[src/rtl/fetch_queue_if.sv]
// fetch_queue_if: fetch-queue bus (instruction memory, execute redirect, decode handshake)
interface fetch_queue_if #(
  parameter int XLEN  = 32,
  parameter int DEPTH = 4
);
  logic [XLEN-1:0] imem_addr, imem_rdata, redirect_pc, deq_instr, deq_pc, deq_pcplus4;
  logic redirect_valid, deq_ready, deq_valid;
  logic [$clog2(DEPTH+1)-1:0] count;
  modport master(
    output imem_addr, deq_valid, deq_instr, deq_pc, deq_pcplus4, count,
    input  imem_rdata, redirect_valid, redirect_pc, deq_ready
  );
  modport slave(
    input  imem_addr, deq_valid, deq_instr, deq_pc, deq_pcplus4, count,
    output imem_rdata, redirect_valid, redirect_pc, deq_ready
  );
endinterface

[src/rtl/fetch_queue.sv]
// fetch_queue: fetch PC owner plus DEPTH-entry prefetch FIFO of {instr, pc, pc+4} for decode.
// Define FETCH_QUEUE_BYPASS_EN for zero-latency empty-queue bypass to decode.
module fetch_queue #(
  parameter int XLEN = 32,
  parameter int DEPTH = 4,
  parameter logic [XLEN-1:0] RESET_PC = '0
) (
  input logic clk,
  input logic rst,
  fetch_queue_if.master bus
);
  localparam int PW = $clog2(DEPTH);
  localparam int CW = $clog2(DEPTH+1);
  logic [XLEN-1:0] instrMem [DEPTH];
  logic [XLEN-1:0] pcMem [DEPTH];
  logic [XLEN-1:0] pc4Mem [DEPTH];
  logic [XLEN-1:0] fetchPc, fetchPc4;
  logic [PW-1:0] rdPtr, wrPtr;
  logic [CW-1:0] cnt;
  logic empty, full, bypass, deqValid, deqFire, enq, deq;
  assign fetchPc4 = fetchPc + XLEN'(4);
  assign empty = cnt == '0;
  assign full = cnt == CW'(DEPTH);
`ifdef FETCH_QUEUE_BYPASS_EN
  assign bypass = rst & empty & ~bus.redirect_valid;
`else
  assign bypass = 1'b0;
`endif
  assign deqValid = ~empty | bypass;
  assign deqFire = deqValid & bus.deq_ready;
  // A bypassed word taken by decode is never written into the queue
  assign enq = ~bus.redirect_valid & (~full | deqFire) & ~(bypass & bus.deq_ready);
  assign deq = deqFire & ~bypass;
  always_ff @(posedge clk or negedge rst) begin
    if (!rst) begin
      fetchPc <= RESET_PC;
      rdPtr <= '0;
      wrPtr <= '0;
      cnt <= '0;
      for (int i = 0; i < DEPTH; i++) begin
        instrMem[i] <= '0;
        pcMem[i] <= '0;
        pc4Mem[i] <= '0;
      end
    end else if (bus.redirect_valid) begin
      fetchPc <= bus.redirect_pc;
      rdPtr <= '0;
      wrPtr <= '0;
      cnt <= '0;
    end else begin
      if (enq) begin
        instrMem[wrPtr] <= bus.imem_rdata;
        pcMem[wrPtr] <= fetchPc;
        pc4Mem[wrPtr] <= fetchPc4;
        wrPtr <= wrPtr + PW'(1);
      end
      if (enq | (bypass & bus.deq_ready)) fetchPc <= fetchPc4;
      if (deq) rdPtr <= rdPtr + PW'(1);
      cnt <= cnt + CW'(enq) - CW'(deq);
    end
  end
  assign bus.imem_addr = fetchPc;
  assign bus.count = cnt;
  assign bus.deq_valid = deqValid;
  assign bus.deq_instr = bypass ? bus.imem_rdata : instrMem[rdPtr];
  assign bus.deq_pc = bypass ? fetchPc : pcMem[rdPtr];
  assign bus.deq_pcplus4 = bypass ? fetchPc4 : pc4Mem[rdPtr];
endmodule
[src/flat_wrapper.sv]
// flat-port wrapper written by rule: the top's interface ports become plain ports
module fetch_queue_flat 
#(
  parameter int XLEN = 32,
  parameter int DEPTH = 4,
  parameter logic [XLEN-1:0] RESET_PC = '0
)
  (clk, rst, bus_imem_addr, bus_deq_valid, bus_deq_instr, bus_deq_pc, bus_deq_pcplus4, bus_count, bus_imem_rdata, bus_redirect_valid, bus_redirect_pc, bus_deq_ready);
  fetch_queue_if #(.XLEN(XLEN), .DEPTH(DEPTH)) bus_i ();
  input logic clk;
  input logic rst;
  output wire logic [$bits(bus_i.imem_addr)-1:0] bus_imem_addr;
  output wire logic [$bits(bus_i.deq_valid)-1:0] bus_deq_valid;
  output wire logic [$bits(bus_i.deq_instr)-1:0] bus_deq_instr;
  output wire logic [$bits(bus_i.deq_pc)-1:0] bus_deq_pc;
  output wire logic [$bits(bus_i.deq_pcplus4)-1:0] bus_deq_pcplus4;
  output wire logic [$bits(bus_i.count)-1:0] bus_count;
  input wire logic [$bits(bus_i.imem_rdata)-1:0] bus_imem_rdata;
  input wire logic [$bits(bus_i.redirect_valid)-1:0] bus_redirect_valid;
  input wire logic [$bits(bus_i.redirect_pc)-1:0] bus_redirect_pc;
  input wire logic [$bits(bus_i.deq_ready)-1:0] bus_deq_ready;
  assign bus_imem_addr = bus_i.imem_addr;
  assign bus_deq_valid = bus_i.deq_valid;
  assign bus_deq_instr = bus_i.deq_instr;
  assign bus_deq_pc = bus_i.deq_pc;
  assign bus_deq_pcplus4 = bus_i.deq_pcplus4;
  assign bus_count = bus_i.count;
  assign bus_i.imem_rdata = bus_imem_rdata;
  assign bus_i.redirect_valid = bus_redirect_valid;
  assign bus_i.redirect_pc = bus_redirect_pc;
  assign bus_i.deq_ready = bus_deq_ready;
  fetch_queue #(.XLEN(XLEN), .DEPTH(DEPTH), .RESET_PC(RESET_PC)) u_core (.clk(clk), .rst(rst), .bus(bus_i));
endmodule
[config.mk]
export PLATFORM = sky130hd
export DESIGN_NAME = fetch_queue_flat
export DESIGN_NICKNAME = d
export VERILOG_FILES = /design/src/rtl/fetch_queue_if.sv /design/src/rtl/fetch_queue.sv /design/src/flat_wrapper.sv
export SDC_FILE = /design/constraint.sdc
export NUM_CORES = 1
export LEC_CHECK = 0
export ABC_CLOCK_PERIOD_IN_PS = 7100
export BUFFER_PORTS_ARGS = -buffer_cell sky130_fd_sc_hd__clkbuf_2
export CAP_MARGIN = 20
export CORE_UTILIZATION = 40
export DETAILED_ROUTE_END_ITERATION = 10
export PLACE_DENSITY = 0.62
export SKIP_LAST_GASP = 1
export SLEW_MARGIN = 20
export SYNTH_ARGS = -nofsm -noshare
export SYNTH_HDL_FRONTEND = slang
export SYNTH_SLANG_ARGS = --single-unit
[constraint.sdc]
create_clock -name clk -period 7.1 [get_ports clk]
set_input_delay 1.065 -clock clk [delete_from_list [all_inputs] [get_ports clk]]
set_output_delay 1.065 -clock clk [all_outputs]
set_load 0.01 [all_outputs]
# After elaboration in Yosys (flattened, before gate mapping)
# Index checks and enable logic that the tools add are counted.
classes:
  addsub: 5
  magnitude_cmp: 3
  n_eq_ne: 1
  muxes: 21
  bitwise: 8
  n_reduce_logical: 5
op_table:
  columns: ["op", "count"]
  rows:
  - ["$bwmux W128", 3]
  - ["$mux W32", 9]
  - ["$bmux W32 S2", 3]
  - ["$demux W32 S2", 1]
  - ["$add A32 B3 Y32 const B", 1]
  - ["$mux W2", 4]
  - ["$ge A3 B3 Y1 const B", 2]
  - ["$not A2 Y3", 2]
  - ["$add A2 B1 Y2 const B", 2]
  - ["$reduce_bool A2 Y1", 2]
  - ["$add A3 B1 Y3", 1]
  - ["$eq A3 B3 Y1 const B", 1]
  - ["$logic_not A3 Y1", 1]
  - ["$lt A3 B1 Y1 const B", 1]
  - ["$mux W3", 1]
  - ["$not A1 Y1", 3]
  - ["$sub A3 B1 Y3", 1]
  - ["$and A1 B1 Y1", 2]
  - ["$reduce_and A2 Y1", 1]
  - ["$logic_and A1 B1 Y1", 1]
  - ["$or A1 B1 Y1", 1]
totals:
  regBits: 423
  input_bits: 68
  output_inout_bits: 132
  wordCells: 59

# Longest topological paths before layout
# Gate-level depths: netlist of the first run.
depth:
  ltp_word: 8
  mapped_depth: 10
  ltp_nobuf: 10

# Worst setup path after synthesis of the first run
# Ideal clock, no wire load.
synth_path:
  path_type: "flip-flop to output port"
  startpoint: "register u_core.rdPtr[0]"
  endpoint: "output port bus_deq_instr[0]"
  t_arrival_ps: 1608
  required_time_ps: 6035
  setup_slack_ps: 4427
  path_stages_with_launch: 5
  n_path_buf: 3
  path_cell_list: "dfrtp_1 clkbuf_1 buf_2 buf_2 mux4_2"
synth_via:
  elab_chain_cells: 4
synth_rtl:
  columns: ["element", "line", "rtl"]
  rows:
  - ["start: declaration", "fetch_queue.sv:18", "logic [PW-1:0] rdPtr, wrPtr;"]
  - ["start signal: assignment", "fetch_queue.sv:58", "if (deq) rdPtr <= rdPtr + PW'(1);"]
  - ["$not A2 Y3 (implied by the code)", "fetch_queue.sv:65", "assign bus.deq_instr = bypass ? bus.imem_rdata : instrMem[rdPtr];"]
  - ["$bmux W32 S2", "fetch_queue.sv:65", null]
  - ["$mux W32 (implied by the code) (2 in a row)", "fetch_queue.sv:65", null]
  - ["end: declaration", "flat_wrapper.sv:14", "output wire logic [$bits(bus_i.deq_instr)-1:0] bus_deq_instr;"]
# No other way between the ends. The select of a mux whose other input is x is not followed.

# Worst setup path in the final report of the first run
layout_path:
  startpoint: "register u_core.rdPtr[0]"
  endpoint: "output port bus_deq_pc[21]"
layout_via:
  elab_chain_cells: 4
layout_rtl:
  columns: ["element", "line", "rtl"]
  rows:
  - ["$not A2 Y3 (implied by the code)", "fetch_queue.sv:66", "assign bus.deq_pc = bypass ? fetchPc : pcMem[rdPtr];"]
  - ["$bmux W32 S2", "fetch_queue.sv:66", null]
  - ["$mux W32 (implied by the code) (2 in a row)", "fetch_queue.sv:66", null]
  - ["end: declaration", "flat_wrapper.sv:15", "output wire logic [$bits(bus_i.deq_pc)-1:0] bus_deq_pc;"]
# No other way between the ends. The select of a mux whose other input is x is not followed.

==> flow_summary_export.csv, run 1 <==
group,metric,value,unit
timing,period_needed,4060,ps
floorplan,core,0.0458,mm^2
power_and_ir_drop,power_leakage,0.00944,uW
clocking,clockRootBuffer,"clkbuf_16",
clocking,ctsHoldBuffers,0,
synth,syn_area,0.0187,mm^2
finish,final-seq-area,0.0104,mm^2
synth,synthCells,1371,
synth,synth_nets,1447,
clocking,clockBufferDepth,3,
timing,fmax,246,MHz
clocking,clk_pin_slew,60,ps
setup_path,endpoint_kind,"output pin",
placed_design,gp_congestion,0.805,
job,drv_cap,0,
drt,wirelength,45000,um
timing,holdWs,475,ps
global_route,grt_max_degree,172,
placed_design,place_ws,3020,ps
worst_hold_path,holdCritStartpoint,"u_core.pc4Mem[62]$_DFFE_PN0P_",
setup_path,r2r_end,"u_core.pcMem[49]$_DFFE_PN0P_",
floorplan,die-area,0.0476,mm^2
power_and_ir_drop,cellPowerDensity,449,mW/mm^2
global_route,grt_pass1_wl,70800,um
finish,area_growth,15.5,%
drt,post_drt_wl_per_cell,20.9,um
clocking,numCtsBuffers,46,
timing,clock-skew-final,25.0,ps
timing,slew_headroom,28.6,%
setup_path,critPathArrivalTime,2990,ps
worst_hold_path,hold_depth,2,
synth,synth-seq-area-share,55.6,%
timing,setup_violations,0,
clocking,post_cts_buffers,0,
setup_path,reg2reg_depth,6,
clocking,clock_sinks,415,
clocking,clk_latency,580,ps
floorplan,die_w,218,um
setup_path,crit_type,"reg2out",
drt,via_count,11500,
clocking,cts_tree,"yes",
drt,vias_per_cell,5.37,
setup_path,cp_max_fo,53,
worst_hold_path,worst_hold_path.endpoint,"u_core.pc4Mem[62]$_DFFE_PN0P_",
clocking,htreeDepth,2,
global_route,grt-ovfl-total,0,
timing,setup_slack,3040,ps
timing,slew_viol_final,0,
finish,fillCellCount,4083,
setup_path,critPathRequiredTime,6030,ps
synth,yosysUniqueCellTypes,37,
drt,drt_drc_violations_left,0,
timing,tns,0,ps
setup_path,cp-start-kind,"register",
timing,finalHoldViolations,0,
synth,synth_area_per_cell,13.6,um^2
drt,drtIter0Drc,545,
timing,rsz0062_at_grt,"false",
run_status,status,"complete, no violations",
floorplan,rows,78,
floorplan,die_height,218,um
finish,drive_gt1_share,42.4,%
power_and_ir_drop,ir_drop,0.308,mV
drt,detail-route-antenna-nets,0,
timing,period_share,57.2,%
floorplan,initial_utilization,40.8,%
synth,ys_ff_latch,415,
worst_hold_path,hold_class,"reg2reg",
placed_design,io_buffers,199,
drt,firstDrtPassIters,5,
placed_design,place_hpwl,28800,um
finish,fin_nets,1591,
clocking,post_cts_resized,0,
timing,worstMarginPinSlew,1070,ps
global_route,grt_usage,19.5,%
setup_path,regToRegSetupSlack,3820,ps
floorplan,num_io_pins,200,
finish,n_antenna_cell,0,
finish,multi_input_area,0.00767,mm^2
global_route,grt_pass1_vias,11900,
setup_path,r2r-start,"u_core.bus.count[1]$_DFF_PN0_",
synth,ys_warn_count,0,
global_route,antenna_found_initial,4,
finish,finish.utilization,47.1,%
## placed cells by master, fill, tap and decap left out, drive strengths merged
master and instances:
dfrtp 415, mux2 263, clkbuf 263, nand2 175, o21ai 144, mux4 94, xor2 40, xnor2 19
nand4 19, nor2 17, nand3 16, buf 15, inv 10, nor4 9, nor3 8, ha 7
and2 6, bufinv 6, clkinv 5, or3 2, nor2b 2, and4 2, and3 2, clkinvlp 2
nor4b 1, or4b 1, a221o 1, nand4b 1, mux2i 1, a21oi 1, a31oi 1, fa 1
## flip-flops by register name (all words and copies together) (netlist names)
signal and count:
u_core.pcMem 120, u_core.wrPtr 2, u_core.bus.count 3, u_core.instrMem 128, u_core.bus.imem_addr 32, u_core.rdPtr 2, u_core.pc4Mem 128
## metal layers
metal | up-vias | track usage [%] | share of wire (%)
li1 | 5191 | - | -
met1 | 5967 | 27.4 | 44
met2 | 298 | 29.6 | 47
met3 | 72 | 4.68 | 6.5
met4 | 8 | 6.32 | 2.5
met5 | - | 0 | 0.10
## area by class of cell
type	instances	area share, %
inverters	6	0.104
clock buffers	65	6.13
clock inverters	17	1.23
repair buffers	213	5.37
multi-input cells	833	35.5
well taps	600	3.48
flip-flops and latches	415	48.2
## stage by stage
step	instances	total power (uW)	cell area, um^2
after CTS	2148	9810	21500
after global routing	2149	10300	21600
final	2149	9690	21600
after floorplan	1371	6150	18700
after detailed placement	2066	7290	20000
after global placement	2066	7160	20000
## kinds of logic after synthesis
group,Yosys count,synth area share (%)
adder cells (fa/ha/maj),8,0.576
flip-flops,415,55.6
XOR/XNOR,59,2.77
buffers and inverters,123,3.54
AO/OA/AOI/OAI,147,3.97
AND/OR/NAND/NOR,261,6.34
multiplexers,358,27.2
## worst max-delay path: stages, from the launching register on
cell      delay (ps)
dfrtp_4         1070
buf_12           440
mux4_2           640
clkbuf_2         160
## how the worst max path moves through the flow
stage | from | slack (ps) | depth (start not counted) | end
floorplan | u_core.rdPtr[0]$_DFFE_PN0P_ | 4430 | 4 | bus_deq_instr[0]
global placement | bus_redirect_valid | 3070 | 6 | u_core.pcMem[81]$_DFFE_PN0P_
detailed placement | bus_redirect_valid | 3020 | 6 | u_core.instrMem[91]$_DFFE_PN0P_
CTS | u_core.rdPtr[0]$_DFFE_PN0P_ | 2920 | 3 | bus_deq_pcplus4[3]
global route | u_core.rdPtr[0]$_DFFE_PN0P_ | 2770 | 3 | bus_deq_pcplus4[2]
finish | u_core.rdPtr[0]$_DFFE_PN0P_ | 3040 | 3 | bus_deq_pc[21]
## cells in the mapped netlist, drive strengths merged
cell,count,area (um^2)
xor2,40,350
fa,1,20.0
nor3,8,50.1
xnor2,19,166
inv,6,22.5
mux2,263,2960
o21ai,144,721
nand2,175,667
and2,6,37.5
clkbuf,24,90.1
mux2i,1,10.0
or3,2,12.5
nor2,17,66.3
and4,2,17.5
ha,7,87.6
nor4,9,62.6
nor4b,1,23.8
nor2b,2,12.5
nand3,16,85.1
dfrtp,415,10400
a31oi,1,6.26
mux4,94,2120
or4b,1,10.0
nand4b,1,8.76
a21oi,1,5.00
nand4,19,119
a221o,1,10.0
and3,2,12.5
buf,93,548
## report_power, final
group / internal, uW / switching [uW] / leakage, uW
Clock: 1520 / 965 / 0.000775
Combinational: 1710 / 1390 / 0.00357
Sequential: 3430 / 673 / 0.00510
No activity file was read; power rests on OpenSTA's default activity.
==> run 2: changes to the inputs <==
--- a/config.mk
+++ b/config.mk
@@ -5,7 +5,7 @@
 export SDC_FILE = /design/constraint.sdc
 export NUM_CORES = 1
 export LEC_CHECK = 0
-export ABC_CLOCK_PERIOD_IN_PS = 7100
+export ABC_CLOCK_PERIOD_IN_PS = 4000
 export BUFFER_PORTS_ARGS = -buffer_cell sky130_fd_sc_hd__clkbuf_2
 export CAP_MARGIN = 20
 export CORE_UTILIZATION = 40
==> constraint.sdc (replaced) <==
create_clock -name clk -period 4 [get_ports clk]
set_input_delay 0.6 -clock clk [delete_from_list [all_inputs] [get_ports clk]]
set_output_delay 0.6 -clock clk [all_outputs]
set_load 0.01 [all_outputs]
==> flow_summary_export.csv, run 2 (synthesis results as in run 1) <==
group,metric,value,unit
power_and_ir_drop,power_leakage,0.00954,uW
finish,final_common_cell,"dfrtp_1",
drt,post_drt_wl_per_cell,21.0,um
timing,setup_violations,0,
setup_path,endpoint_kind,"output pin",
run_status,status,"complete, no violations",
timing,fmax,313,MHz
global_route,grt_max_degree,185,
drt,detail-route-antenna-nets,0,
clocking,post_cts_resized,0,
setup_path,cp-start-kind,"register",
clocking,clockRootBuffer,"clkbuf_16",
drt,vias_per_cell,5.34,
setup_path,r2r-start,"u_core.bus.imem_addr[10]$_DFFE_PN0N_",
setup_path,critPathArrivalTime,2590,ps
clocking,numCtsBuffers,47,
clocking,htreeDepth,2,
setup_path,cp_max_fo,28,
drt,drtIter0Drc,753,
timing,holdWs,23.1,ps
finish,area_growth,16.5,%
finish,largestRegisters,"u_core.instrMem x128, u_core.pc4Mem x128, u_core.pcMem x120",
timing,finalHoldViolations,0,
global_route,grt-ovfl-total,0,
timing,tns,0,ps
placed_design,dp_cells,2075,
job,drv_cap,0,
clocking,clk_pin_slew,60,ps
setup_path,crit_path_start,"u_core.rdPtr[0]$_DFFE_PN0P_",
setup_path,critical-path-max-stage-delay,870,ps
power_and_ir_drop,power_frac_clock,25.7,%
drt,firstDrtPassIters,5,
setup_path,critPathRequiredTime,3400,ps
clocking,cts_tree,"yes",
worst_hold_path,hold_class,"in2async",
clocking,post_cts_buffers,0,
timing,period_needed,3190,ps
timing,slew_viol_final,0,
drt,drt_drc_violations_left,0,
timing,slew_headroom,28.7,%
floorplan,num_io_pins,200,
placed_design,gp_congestion,0.784,
global_route,antenna_found_initial,4,
clocking,clockBufferDepth,3,
setup_path,crit_slowest_cell,"dfrtp_4",
clocking,clock_sinks,415,
drt,via_count,11500,
finish,layout.cells.non_filler,2161,
timing,worstMarginPinSlew,1060,ps
setup_path,crit_type,"reg2out",
power_and_ir_drop,ir_drop,0.464,mV
global_route,grt_pass1_wl,71300,um
timing,period_share,79.8,%
setup_path,critical_path_buf_inv_count,2,
floorplan,die-area,0.0476,mm^2
timing,clock-skew-final,16.5,ps
power_and_ir_drop,p_seq_share,41.8,%
floorplan,initial_utilization,40.8,%
clocking,clk_latency,570,ps
placed_design,place_hpwl,28900,um
power_and_ir_drop,combPwrFrac,32.4,%
power_and_ir_drop,cellPowerDensity,793,mW/mm^2
floorplan,core,0.0458,mm^2
finish,layout_common_cells,"dfrtp_1 (413), mux2_2 (263), clkbuf_2 (198)",
clocking,ctsHoldBuffers,0,
timing,rsz0062_at_grt,"false",
setup_path,crit_chain,"buf_4 -> mux4_2 -> clkbuf_2",
power_and_ir_drop,p_int,11900,uW
global_route,grt_usage,19.5,%
floorplan,die_w,218,um
floorplan,rows,78,
power_and_ir_drop,switching_share,31.1,%
drt,wirelength,45400,um
setup_path,crit_family,"flip-flops",
finish,drive_gt1_share,42.9,%
floorplan,die_height,218,um
power_and_ir_drop,power.switching,5370,uW
placed_design,io_buffers,199,
finish,fin_nets,1601,
global_route,grt_pass1_vias,12000,
finish,finish.utilization,47.6,%
## run 2: changes by cell type in the layout (fill, tap and decap cells not counted), moves of 2 or more
cell / before / now
buf_12: 2 / 9
clkbuf_16: 46 / 49
inv_6: 4 / 1
clkbuf_8: 10 / 16
bufinv_16: 6 / 3
buf_4: 10 / 13
clkinvlp_4: 2 / 0
## run 2: per-layer routing
metal / track usage, % / wire (um) / vias up
met3: 5.48 / 3060 / 77
met1: 27.6 / 20400 / 5971
li1: - / - / 5209
met4: 5.27 / 1040 / 6
met5: 0 / 41 / -
met2: 29.4 / 20800 / 281
## run 2: final timing paths
check	end	slack, ps	cells after the start
worst min register to register	u_core.pc4Mem[28]$_DFFE_PN0P_	470	2
worst max register to register	u_core.pc4Mem[29]$_DFFE_PN0P_	1040	5
max in group asynchronous	u_core.instrMem[104]$_DFFE_PN0P_	2980	3
worst min-delay path	u_core.pc4Mem[79]$_DFFE_PN0P_	20	2
worst max-delay path	bus_deq_pc[22]	810	3
min in group clk	u_core.bus.imem_addr[7]$_DFFE_PN0N_	250	3
## run 2: area by class of cell
| cell class | count | area (um^2) |
|---|---|---|
| multi-input cells | 833 | 7670 |
| repair buffers | 222 | 1310 |
| clock inverters | 11 | 144 |
| clock buffers | 73 | 1480 |
| diodes | 1 | 2.50 |
| well taps | 600 | 751 |
| fillers | 4035 | 24000 |
| flip-flops and latches | 415 | 10400 |
| inverters | 6 | 22.5 |
## run 2: metrics by stage
stage | total power [uW] | area [um^2] | worst slack, ps
after CTS | 17500 | 21700 | 718
after global placement | 12700 | 20100 | 1100
after detailed placement | 13000 | 20100 | 1060
final | 17300 | 21800 | 808
after floorplan | 10900 | 18700 | 1560
after global routing | 18300 | 21800 | 650
## run 2: power by group through the flow
stage | logic [uW] | clock network (uW) | registers (uW)
detailed placement | 5680 | 0 | 7290
global placement | 5560 | 0 | 7180
global route | 6120 | 4730 | 7480
floorplan | 4130 | 0 | 6780
CTS | 5700 | 4560 | 7230
finish | 5600 | 4440 | 7220
